<file path="src/rtl/core2wb_pkg.sv">
// Shared types and default sizing for the core-to-Wishbone pipelined bridge.
package core2wb_pkg;
  typedef enum logic [1:0] {
    ST_IDLE  = 2'd0,
    ST_BUSY  = 2'd1,
    ST_ABORT = 2'd2
  } state_t;

  localparam int DEF_PENDING = 16;
  localparam int DEF_TIMEOUT = 255;
endpackage

</file>
<file path="src/rtl/wb_txn_tracker.sv">
// Outstanding-transaction counter, response watchdog and bridge state machine.
module wb_txn_tracker
  import core2wb_pkg::*;
#(
  parameter int PENDING = DEF_PENDING,
  parameter int TIMEOUT = DEF_TIMEOUT,
  localparam int CW = $clog2(PENDING + 1),
  localparam int TW = (TIMEOUT > 0) ? $clog2(TIMEOUT + 1) : 1
) (
  input  logic          clk,
  input  logic          rst_n,
  input  logic          grant,
  input  logic          resp,
  output state_t        state,
  output logic [CW-1:0] count,
  output logic          timeout
);
  logic [TW-1:0] tcnt;
  logic          expire;

  // Watchdog fires on the edge that would make it reach TIMEOUT, unless a response lands.
  assign expire = (TIMEOUT != 0) && (state == ST_BUSY) && (count != '0) && !resp &&
                  (tcnt == TW'(TIMEOUT - 1));

  always_ff @(posedge clk or negedge rst_n) begin
    if (!rst_n) begin
      state   <= ST_IDLE;
      count   <= '0;
      tcnt    <= '0;
      timeout <= 1'b0;
    end else begin
      timeout <= 1'b0;
      case (state)
        ST_ABORT: begin
          tcnt <= '0;
          // One synthetic error response per cycle drains the outstanding set.
          if (count > CW'(1)) begin
            count <= count - 1'b1;
          end else begin
            count <= '0;
            state <= ST_IDLE;
          end
        end
        default: begin
          if (grant && !resp)      count <= count + 1'b1;
          else if (resp && !grant) count <= count - 1'b1;

          if (count == '0 || resp)               tcnt <= '0;
          else if (state == ST_BUSY && tcnt != '1) tcnt <= tcnt + 1'b1;

          if (expire) begin
            state   <= ST_ABORT;
            timeout <= 1'b1;
          end else if (state == ST_IDLE && grant) begin
            state <= ST_BUSY;
          end else if (state == ST_BUSY && resp && !grant && count == CW'(1)) begin
            state <= ST_IDLE;
          end
        end
      endcase
    end
  end
endmodule

</file>
<file path="src/rtl/core2wb_pipe.sv">
// Core request/response port to pipelined Wishbone bridge with abort-on-timeout.
module core2wb_pipe
  import core2wb_pkg::*;
#(
  parameter int ADDR_W  = 32,
  parameter int DATA_W  = 32,
  parameter int PENDING = DEF_PENDING,
  parameter int TIMEOUT = DEF_TIMEOUT,
  localparam int BE_W = DATA_W / 8,
  localparam int CW   = $clog2(PENDING + 1)
) (
  input  logic              clk,
  input  logic              rst_n,
  input  logic              core_req,
  output logic              core_gnt,
  input  logic              core_we,
  input  logic [BE_W-1:0]   core_be,
  input  logic [ADDR_W-1:0] core_addr,
  input  logic [DATA_W-1:0] core_wdata,
  output logic              core_rvalid,
  output logic [DATA_W-1:0] core_rdata,
  output logic              core_err,
  output logic              wb_cyc,
  output logic              wb_stb,
  output logic              wb_we,
  output logic [ADDR_W-1:0] wb_adr,
  output logic [BE_W-1:0]   wb_sel,
  output logic [DATA_W-1:0] wb_dat_o,
  input  logic [DATA_W-1:0] wb_dat_i,
  input  logic              wb_ack,
  input  logic              wb_err,
  input  logic              wb_stall,
  output logic [CW-1:0]     pending_cnt,
  output logic              timeout_o
);
  state_t state;
  logic   room, abort, busy, resp, grant, flush;

  assign room  = pending_cnt < CW'(PENDING);
  assign abort = (state == ST_ABORT);
  assign busy  = (pending_cnt != '0);

  assign grant = core_req & ~wb_stall & room & ~abort;
  assign resp  = (wb_ack | wb_err) & wb_cyc & busy;
  assign flush = abort & busy;

  assign core_gnt = grant;
  assign wb_stb   = core_req & room & ~abort;
  assign wb_cyc   = ~abort & (core_req | busy);
  assign wb_we    = core_we;
  assign wb_adr   = core_addr;
  assign wb_dat_o = core_wdata;
  // Reads fetch the full word; byte enables only qualify writes.
  assign wb_sel   = core_we ? core_be : '1;

  assign core_rvalid = resp | flush;
  assign core_rdata  = abort ? '0 : wb_dat_i;
  assign core_err    = flush | (resp & wb_err);

  wb_txn_tracker #(
    .PENDING (PENDING),
    .TIMEOUT (TIMEOUT)
  ) u_tracker (
    .clk     (clk),
    .rst_n   (rst_n),
    .grant   (grant),
    .resp    (resp),
    .state   (state),
    .count   (pending_cnt),
    .timeout (timeout_o)
  );
endmodule

</file>
<file path="config.mk">
export PLATFORM = sky130hd
export DESIGN_NAME = core2wb_pipe
export DESIGN_NICKNAME = d
export VERILOG_FILES = /design/src/rtl/core2wb_pkg.sv /design/src/rtl/wb_txn_tracker.sv /design/src/rtl/core2wb_pipe.sv
export SDC_FILE = /design/constraint.sdc
export NUM_CORES = 1
export LEC_CHECK = 0
export ABC_AREA = 0
export CORE_ASPECT_RATIO = 1.5
export CORE_MARGIN = 2
export CORE_UTILIZATION = 28
export DETAILED_ROUTE_END_ITERATION = 8
export MAX_ROUTING_LAYER = met4
export PLACE_DENSITY = 0.83
export SETUP_SLACK_MARGIN = 0.02
export SLEW_MARGIN = 0
export SYNTH_ARGS = -nofsm -noshare
export SYNTH_HDL_FRONTEND = slang
export SYNTH_SLANG_ARGS = --single-unit
</file>
<file path="constraint.sdc">
create_clock -name clk -period 2.47 [get_ports clk]
set_input_delay 0.494 -clock clk [delete_from_list [all_inputs] [get_ports clk]]
set_output_delay 0.494 -clock clk [all_outputs]
set_load 0.01 [all_outputs]
</file>
Word-level counts from Yosys, hierarchy flattened:

Index checks and enable logic that the tools add are counted.

* flip-flop bits (word level): 16
* word-level logic and storage cells: 67
* output and inout port bits: 112
* input bits: 107

* magnitude comparators: 2
* reduce and logical (&&, ||, !) cells: 20
* multiplexer cells: 16
* bitwise logic cells: 16
* eq/ne operators: 6
* add/subtract/negate cells: 3

Operators by type and width (count)
* $mux 32: 1
* $mux 8: 3
* $mux 5: 4
* $and 1x1->1: 10
* $logic_and 1x1->1: 10
* $mux 2: 5
* $add 8x1->8 const B: 1
* $eq 8x8->1 const B: 1
* $ne 8x8->1 const B: 1
* $reduce_bool 3->1: 2
* $add 5x1->5 const B: 1
* $eq 5x1->1 const B: 1
* $gt 5x1->1 const B: 1
* $logic_not 5->1: 1
* $lt 5x5->1 const B: 1
* $reduce_bool 5->1: 1
* $sub 5x1->5 const B: 1
* $mux 4: 1
* $or 1x1->1: 4
* $reduce_bool 4->1: 1
* $eq 2x1->1 const B: 1
* $eq 2x2->1 const B: 1
* $logic_not 1->1: 2
* $logic_not 2->1: 1
* 5 further kinds: 7

Longest topological paths before layout:

Gate-level depths: netlist of the first run.

* depth after elaboration: 12
* depth in mapped cells: 7
* mapped depth without buffers: 7

Hierarchy:

From an unflattened synthesis of the first run, not the netlist that was laid out.

* cells, all modules: 243
* area, all modules: 1954.4 um^2

Modules (own cells, without submodules)
* wb_txn_tracker: instances 1, seq. area each 400.4 um^2, cells an instance 127, area an instance 1116.1 um^2
* core2wb_pipe: instances 1, seq. area each 0.0 um^2, cells an instance 116, area an instance 838.3 um^2

Least setup slack after synthesis of the first run:

OpenSTA, ideal clock, no wires.

* path kind: reg2out
* from: reg u_tracker.count[0]
* to: out wb_cyc
* data required time: 1.976 ns
* path slack: 0.502 ns
* stages on the path, launching flop included: 6
* data arrival time: 1.474 ns
* path through: dfrtp_1 -> inv_1 -> ha_1 -> or4b_4 -> nor2_1 -> nor2_1

* word-level cells in the longest chain between the ends: 3

RTL lines
* start, declared: line wb_txn_tracker.sv:15 `output logic [CW-1:0] count,`
* start signal, assigned: line wb_txn_tracker.sv:38 `count <= count - 1'b1;`
* start signal, assigned: line wb_txn_tracker.sv:45 `if (grant && !resp) count <= count + 1'b1;`
* start signal, assigned: line wb_txn_tracker.sv:46 `else if (resp && !grant) count <= count - 1'b1;`
* $reduce_bool 5->1: line core2wb_pipe.sv:41 `assign busy = (pending_cnt != '0);`
* $or 1x1->1: line core2wb_pipe.sv:49 `assign wb_cyc = ~abort & (core_req | busy);`
* $and 1x1->1: line core2wb_pipe.sv:49
* end, declared: line core2wb_pipe.sv:23 `output logic wb_cyc,`

No other way between the ends.

Worst setup path in the final report of the first run:

* from: in core_req
* to: out core_gnt

* word-level cells in the longest chain between the ends: 3

RTL lines
* start, declared: line core2wb_pipe.sv:14 `input logic core_req,`
* $and 1x1->1 (3 in series): line core2wb_pipe.sv:43 `assign grant = core_req & ~wb_stall & room & ~abort;`
* end, declared: line core2wb_pipe.sv:15 `output logic core_gnt,`

No other way between the ends.

==> out/results.tsv, run 1 <==
metric	value	unit
status	complete, no violations	
Die H	104.3	um
commonest non-fill, non-tap cell in the layout	clkdlybuf4s50_1	
commonest cells after routing, fill and taps aside	87 x clkdlybuf4s50_1, 32 x and2_1, 21 x nor2_1, 17 x buf_4, 16 x dfrtp_1	
Setup Crit Path Kind	in -> out	
PwrDens	623.6	nW/um^2
Post-DRT Antenna Nets	0	
Critical Path End Type	primary output	
clk root buf	clkbuf_8	
CP Data Arrival Time	1.87	ns
final hold violations	0	
dpl ws	-0.1708	ns
# setup viols final	0	
GPL Wtd Cong	0.8861	
syn nets	355	
Most used DFF post-synth	dfrtp_1	
CTS tree	built	
Tcrit/Tclk final	0.9572	
Syn Inst Count	242	
worst path cell trace	clkdlybuf4s50_1 > or3b_2 > nor2_1 > dlygate4sd2_1	
Slew Limit Fails	0	
DR DRC count	0	
Initial Util	0.2894	
worst-margin pin slew	0.7705	ns
Fmax	0.4230	GHz
Syn. warnings	0	
drt pass-1 iters	5	
Sinks on Clock Net	16	
I/O pin count	219	
relative slew slack	0.4847	
# fillers	671	
Layout Area Growth over Synthesis	35.53	%
ys async rst share	1.000	
crit path max fanout	2	
synthesized area	1877	sq um
CTS HTree Levels	1	
initial DRC count	188	
Worst path max stage delay	0.48	ns
Post-CTS Hold Buffers	0	
Crit path buffers/inverters	2	
final wirelength	6552	um
mean cell area of the mapped netlist	7.755	sq um
placed cells	348	
static leakage	0.001029	uW
# rows	36	
final worst setup slack	0.1057	ns
synth unique cells	43	
Critical Path RT	1.98	ns
first-pass GRT wire length	9660	um
worst hold slack	0.5422	ns
Non-Filler Instances	357	
vias in the first global route	1817	
slowest cell on the critical path	clkdlybuf4s50_1	
Top delay family on crit path	buffers and inverters	
startpoint class of the critical path	input pin	
Overall Global Routing Usage	0.1752	
share of cells above drive strength 1	0.1000	
Yosys reg bits	16	
total core area	6486	sq um
Die X	70.85	um
EDFF count, synth	0	
worst-skew pair later-pin latency	0.25	ns
initial antenna violation count	1	
via count	1847	
Clock transition at path regs	0.06	ns
worst hold path type	reg -> reg	
unrepaired setup endpoints after global routing	false	
Final #Nets	394	
sequential element share of the synthesized area	0.2133	
die area	7387	sq um
Vias/cell	5.174	
Port Buffer Count	90	
hpwl dp	5274	um
Final min period	2.364	ns
peak supply drop	219.4	uV
MaxCap Viol Count	0	
DR WL/cell	18.35	um
Max clock buf depth	2	
largest net degree at the start of global routing	41	
CTS Buf Count	3	
Worst Skew	0.005613	ns
GRT overflow	0	
-- timing repair --
action                                 in CTS  in global routing
endpoints found under the hold margin       0                  0
gates resized for setup                     2                  1
setup endpoints to repair                   4                  2
buffers inserted                            2                  2
-- path summary, 6_finish.rpt --
| check | start | to | slack (ns) | cells after the start |
|---|---|---|---|---|
| min in group asynchronous | rst_n | u_tracker.state[1]$_DFFE_PN0P_ | 0.69 | 1 |
| max reg2reg | u_tracker.count[0]$_DFFE_PN0P_ | u_tracker.count[2]$_DFFE_PN0P_ | 0.28 | 10 |
| max in group asynchronous | rst_n | u_tracker.timeout$_DFF_PN0_ | 1.29 | 1 |
| min | u_tracker.tcnt[7]$_DFFE_PN0P_ | u_tracker.tcnt[7]$_DFFE_PN0P_ | 0.54 | 2 |
| min reg2reg | u_tracker.tcnt[7]$_DFFE_PN0P_ | u_tracker.tcnt[7]$_DFFE_PN0P_ | 0.54 | 2 |
| max | core_req | core_gnt | 0.11 | 4 |
-- registers in the layout, indices dropped and copies added (netlist names) --
signal / flops
u_tracker.timeout: 1
u_tracker.count: 5
u_tracker.tcnt: 8
u_tracker.state: 2
-- tightest hold or removal path, stage by stage (launching register included) --
cell and delay, ns:
dfrtp_1 0.36, xor2_1 0.07, nor2_1 0.07
-- stage by stage --
| stage | area [sq um] | util | setup TNS, ns | total power [uW] |
|---|---|---|---|---|
| global route | 2544 | 0.3922 | 0 | 1707 |
| finish | 2544 | 0.3922 | 0 | 1586 |
| CTS | 2524 | 0.3891 | 0 | 1591 |
| detailed placement | 2456 | 0.3787 | -0.1708 | 1343 |
| floorplan | 1877 | - | 0 | 986.7 |
| global placement | 2456 | 0.3787 | -0.1512 | 1327 |
-- report_power, final --
part	total [uW]	switching (uW)	internal (uW)
Combinational	969	466	503
Sequential	380	63.0	317
Clock	237	95.4	142
Total	1590	624	962
-- synthesized netlist by cell type, drive strengths merged, types with 4 or more instances --
cell    instances  area [sq um]
nand3           6         30.03
nor2           21         78.83
a21oi           6         33.78
inv             7         26.28
clkbuf          6         22.52
nand2          12         45.04
nand2b          6         37.54
dfrtp          16         400.4
buf            68         511.7
and2           32         200.2
ha              6         75.07
nor3            4         25.02
o21ai          15         75.07
-- per-layer routing --
| metal | GRT usage | wire length, um | vias up |
|---|---|---|---|
| li1 | - | - | 813 |
| met1 | 0.1611 | 2109 | 831 |
| met2 | 0.2904 | 3084 | 133 |
| met3 | 0.06492 | 856 | 70 |
| met4 | 0.1280 | 502 | 0 |
| met5 | - | 0 | - |
-- final cells by class --
class                   instances  area, sq um  share of cell area
clock buffers                   4        55.05             0.02164
diodes                          1        2.502           0.0009838
well taps                      76        95.09             0.03738
flip-flops and latches         16        400.4              0.1574
multi-input cells             145        915.9              0.3601
inverters                       7        26.28             0.01033
repair buffers                108         1049              0.4122
-- kinds of logic after synthesis --
family	share of synthesized area
fa+ha+maj	0.04000
simple gates	0.2987
buf+inv	0.2987
compound gates	0.1260
xor+xnor	0.02334
flops	0.2133
(Power assumes the default switching activity.)
==> run 2: changes to the inputs <==
--- a/config.mk
+++ b/config.mk
@@ -11,9 +11,11 @@
 export CORE_UTILIZATION = 28
 export DETAILED_ROUTE_END_ITERATION = 8
 export MAX_ROUTING_LAYER = met4
-export PLACE_DENSITY = 0.83
+export PLACE_DENSITY = 0.82
+export RECOVER_POWER = 100
 export SETUP_SLACK_MARGIN = 0.02
 export SLEW_MARGIN = 0
 export SYNTH_ARGS = -nofsm -noshare
 export SYNTH_HDL_FRONTEND = slang
+export SYNTH_HIERARCHICAL = 1
 export SYNTH_SLANG_ARGS = --single-unit
==> run 2 against run 1 <==
Compared with the run above:
- die area rose by 3.9%
- area after synthesis is 4.1% higher
- non-clock buffer count down 6
- final area rose by 1.6%
- first-iteration DRC count down 64%
- clock-buffer cell count is the same
- final cell count fell by 0.84%
- largest cell class is now multi-input combinational cells
==> out/results.tsv, run 2 <==
metric	value	unit
status	complete, no violations	
most flop-heavy register	u_tracker/tcnt	
ys async rst share	1.000	
Syn. warnings	6	
worst-skew pair later-pin latency	0.25	ns
Final #Nets	390	
vias in the first global route	1752	
Setup Crit Path Kind	in -> reg	
first-pass GRT wire length	10540	um
Layout Area Growth over Synthesis	32.20	%
Critical Path End Type	flip-flop	
# rows	37	
EDFF count, synth	0	
post-synth top area share	0.2535	
max reg flops	8	
syn nets	357	
post-layout util	0.3797	
Overall Global Routing Usage	0.1941	
Worst path max stage delay	0.51	ns
synthesized area	1954	sq um
Register Area	400.4	sq um
commonest cells after routing, fill and taps aside	83 x clkdlybuf4s50_1, 35 x and2_1, 16 x dfrtp_1, 13 x nor2_1, 13 x a21oi_1	
GPL Wtd Cong	0.9373	
initial antenna violation count	1	
die area	7678	sq um
Die X	72.22	um
synth unique cells	44	
PwrDens	760.1	nW/um^2
Initial Util	0.2872	
largest net degree at the start of global routing	35	
initial DRC count	67	
worst hold path type	reg -> reg	
most frequent cell after synthesis	buf_4	
Slew Limit Fails	0	
Final min period	2.368	ns
mean cell area of the mapped netlist	8.043	sq um
Most used DFF post-synth	dfrtp_1	
Yosys top cell by area	buf_4	
commonest non-fill, non-tap cell in the layout	clkdlybuf4s50_1	
hpwl dp	6472	um
top cells by count, synth	66 x buf_4, 35 x and2_1, 16 x dfrtp_1, 13 x a21oi_1, 13 x nor2_1	
I/O pin count	219	
Largest regs	u_tracker/tcnt (8), u_tracker/count (5), u_tracker/state (2)	
Non-Filler Instances	354	
CTS HTree Levels	1	
worst-margin pin slew	0.8314	ns
CTS Buf Count	3	
placed cells	347	
Vias/cell	5.305	
MaxCap Viol Count	0	
Worst Skew	0.004754	ns
clk root buf	clkbuf_8	
Critical Path RT	2.64	ns
CTS tree	built	
share of cells above drive strength 1	0.09455	
Post-DRT Antenna Nets	0	
# fillers	695	
via count	1878	
Fmax	0.4223	GHz
top post-synthesis cells by area	buf_4 25%, dfrtp_1 20%, and2_1 11%	
Die H	106.3	um
crit path max fanout	4	
startpoint class of the critical path	input pin	
final wirelength	7726	um
DR WL/cell	21.82	um
Sinks on Clock Net	16	
peak supply drop	261.4	uV
Port Buffer Count	90	
Syn Inst Count	243	
Max clock buf depth	2	
GRT overflow	0	
DR DRC count	0	
unrepaired setup endpoints after global routing	true	
relative slew slack	0.4399	
worst path cell trace	clkdlybuf4s50_1 > nor2_1 > a211oi_2 > inv_1 > ha_2 > or4b_4 > a211oi_4 > a41oi_1 > o22ai_1	
area of the multi-input gates	1012	sq um
slowest cell on the critical path	clkdlybuf4s50_1	
# setup viols final	0	
Clock transition at path regs	0.07	ns
final hold violations	0	
static leakage	0.001038	uW
sequential element share of the synthesized area	0.2049	
drt pass-1 iters	4	
Post-CTS Hold Buffers	0	
Yosys reg bits	16	
CP Data Arrival Time	2.54	ns
total core area	6805	sq um
Tcrit/Tclk final	0.9587	
run 2: cell types whose count changed after synthesis, moves of 4 or more:
cell	before	now
nand4_1	1	5
a21oi_1	5	13
clkbuf_1	6	0
o21ai_1	4	0
nand3_1	6	2
nor2_1	21	13
buf_2	1	6
o22ai_1	0	5
o21ai_0	11	5
run 2: per-stage QoR:
step | TNS, ns | hold WS, ns | power [uW] | setup slack, ns | cell area (sq um)
after floorplan | 0 | 0.1984 | 1207 | 0.1549 | 1954
after global placement | -0.5063 | 0.5466 | 1648 | -0.2097 | 2484
after detailed placement | -0.8615 | 0.5714 | 1687 | -0.2852 | 2484
after CTS | 0 | 0.5832 | 1942 | 0.03347 | 2552
after global routing | -0.003103 | 0.6118 | 2085 | -0.003103 | 2584
final | 0 | 0.5833 | 1964 | 0.1021 | 2584
run 2: layout make-up:
class	instances	share of cell area
multi-input combinational	147	0.3918
timing repair buffer	102	0.3845
sequential	16	0.1550
tap	78	0.03777
clock buffer	4	0.02131
inverter	6	0.008717
antenna	1	0.0009685
run 2: worst max-delay path, delay by kind of cell:
kind	cells	cell delay, ns
compound gates	4	0.67
buf+inv	2	0.58
simple gates	2	0.58
fa+ha+maj	1	0.21
run 2: worst paths after layout:
check | from | end | slack, ns | cells past startpoint
setup / recovery | wb_err | u_tracker/count[4]$_DFFE_PN0P_ | 0.10 | 9
hold / removal | u_tracker/tcnt[6]$_DFFE_PN0P_ | u_tracker/tcnt[6]$_DFFE_PN0P_ | 0.58 | 2
setup reg to reg | u_tracker/state[1]$_DFFE_PN0P_ | u_tracker/count[4]$_DFFE_PN0P_ | 0.27 | 8
hold reg to reg | u_tracker/tcnt[6]$_DFFE_PN0P_ | u_tracker/tcnt[6]$_DFFE_PN0P_ | 0.58 | 2
max in group asynchronous | rst_n | u_tracker/count[2]$_DFFE_PN0P_ | 1.20 | 1
min in group asynchronous | rst_n | u_tracker/tcnt[4]$_DFFE_PN0P_ | 0.77 | 1
run 2: logic make-up (layout without fill, tap and decap cells):
group,after synthesis,after routing,share of synthesized area
xor+xnor,4,4,0.01793
flops,16,16,0.2049
compound gates,42,42,0.1434
fa+ha+maj,7,7,0.04481
other cells,0,1,0
buf+inv,81,112,0.2939
simple gates,93,94,0.2951
run 2: layer usage:
layer	GRT usage	wire length (um)
met5	-	0
met4	0.1038	336
met3	0.06730	949
met2	0.2942	3489
met1	0.2221	2951
run 2: what timing repair did:
item	CTS	global route
gates cloned	0	1
pin swaps	0	2
endpoints found under the hold margin	0	0
buffers inserted	0	1
resized for setup	2	3
endpoints found under the setup margin	4	5
run 2: power breakdown:
group          switching, uW  leakage (uW)  internal, uW  total [uW]
Clock                   96.6     0.0000288           141         238
Combinational            676      0.000804           657        1330
Sequential              62.5      0.000205           331         393
Total                    835       0.00104          1130        1960
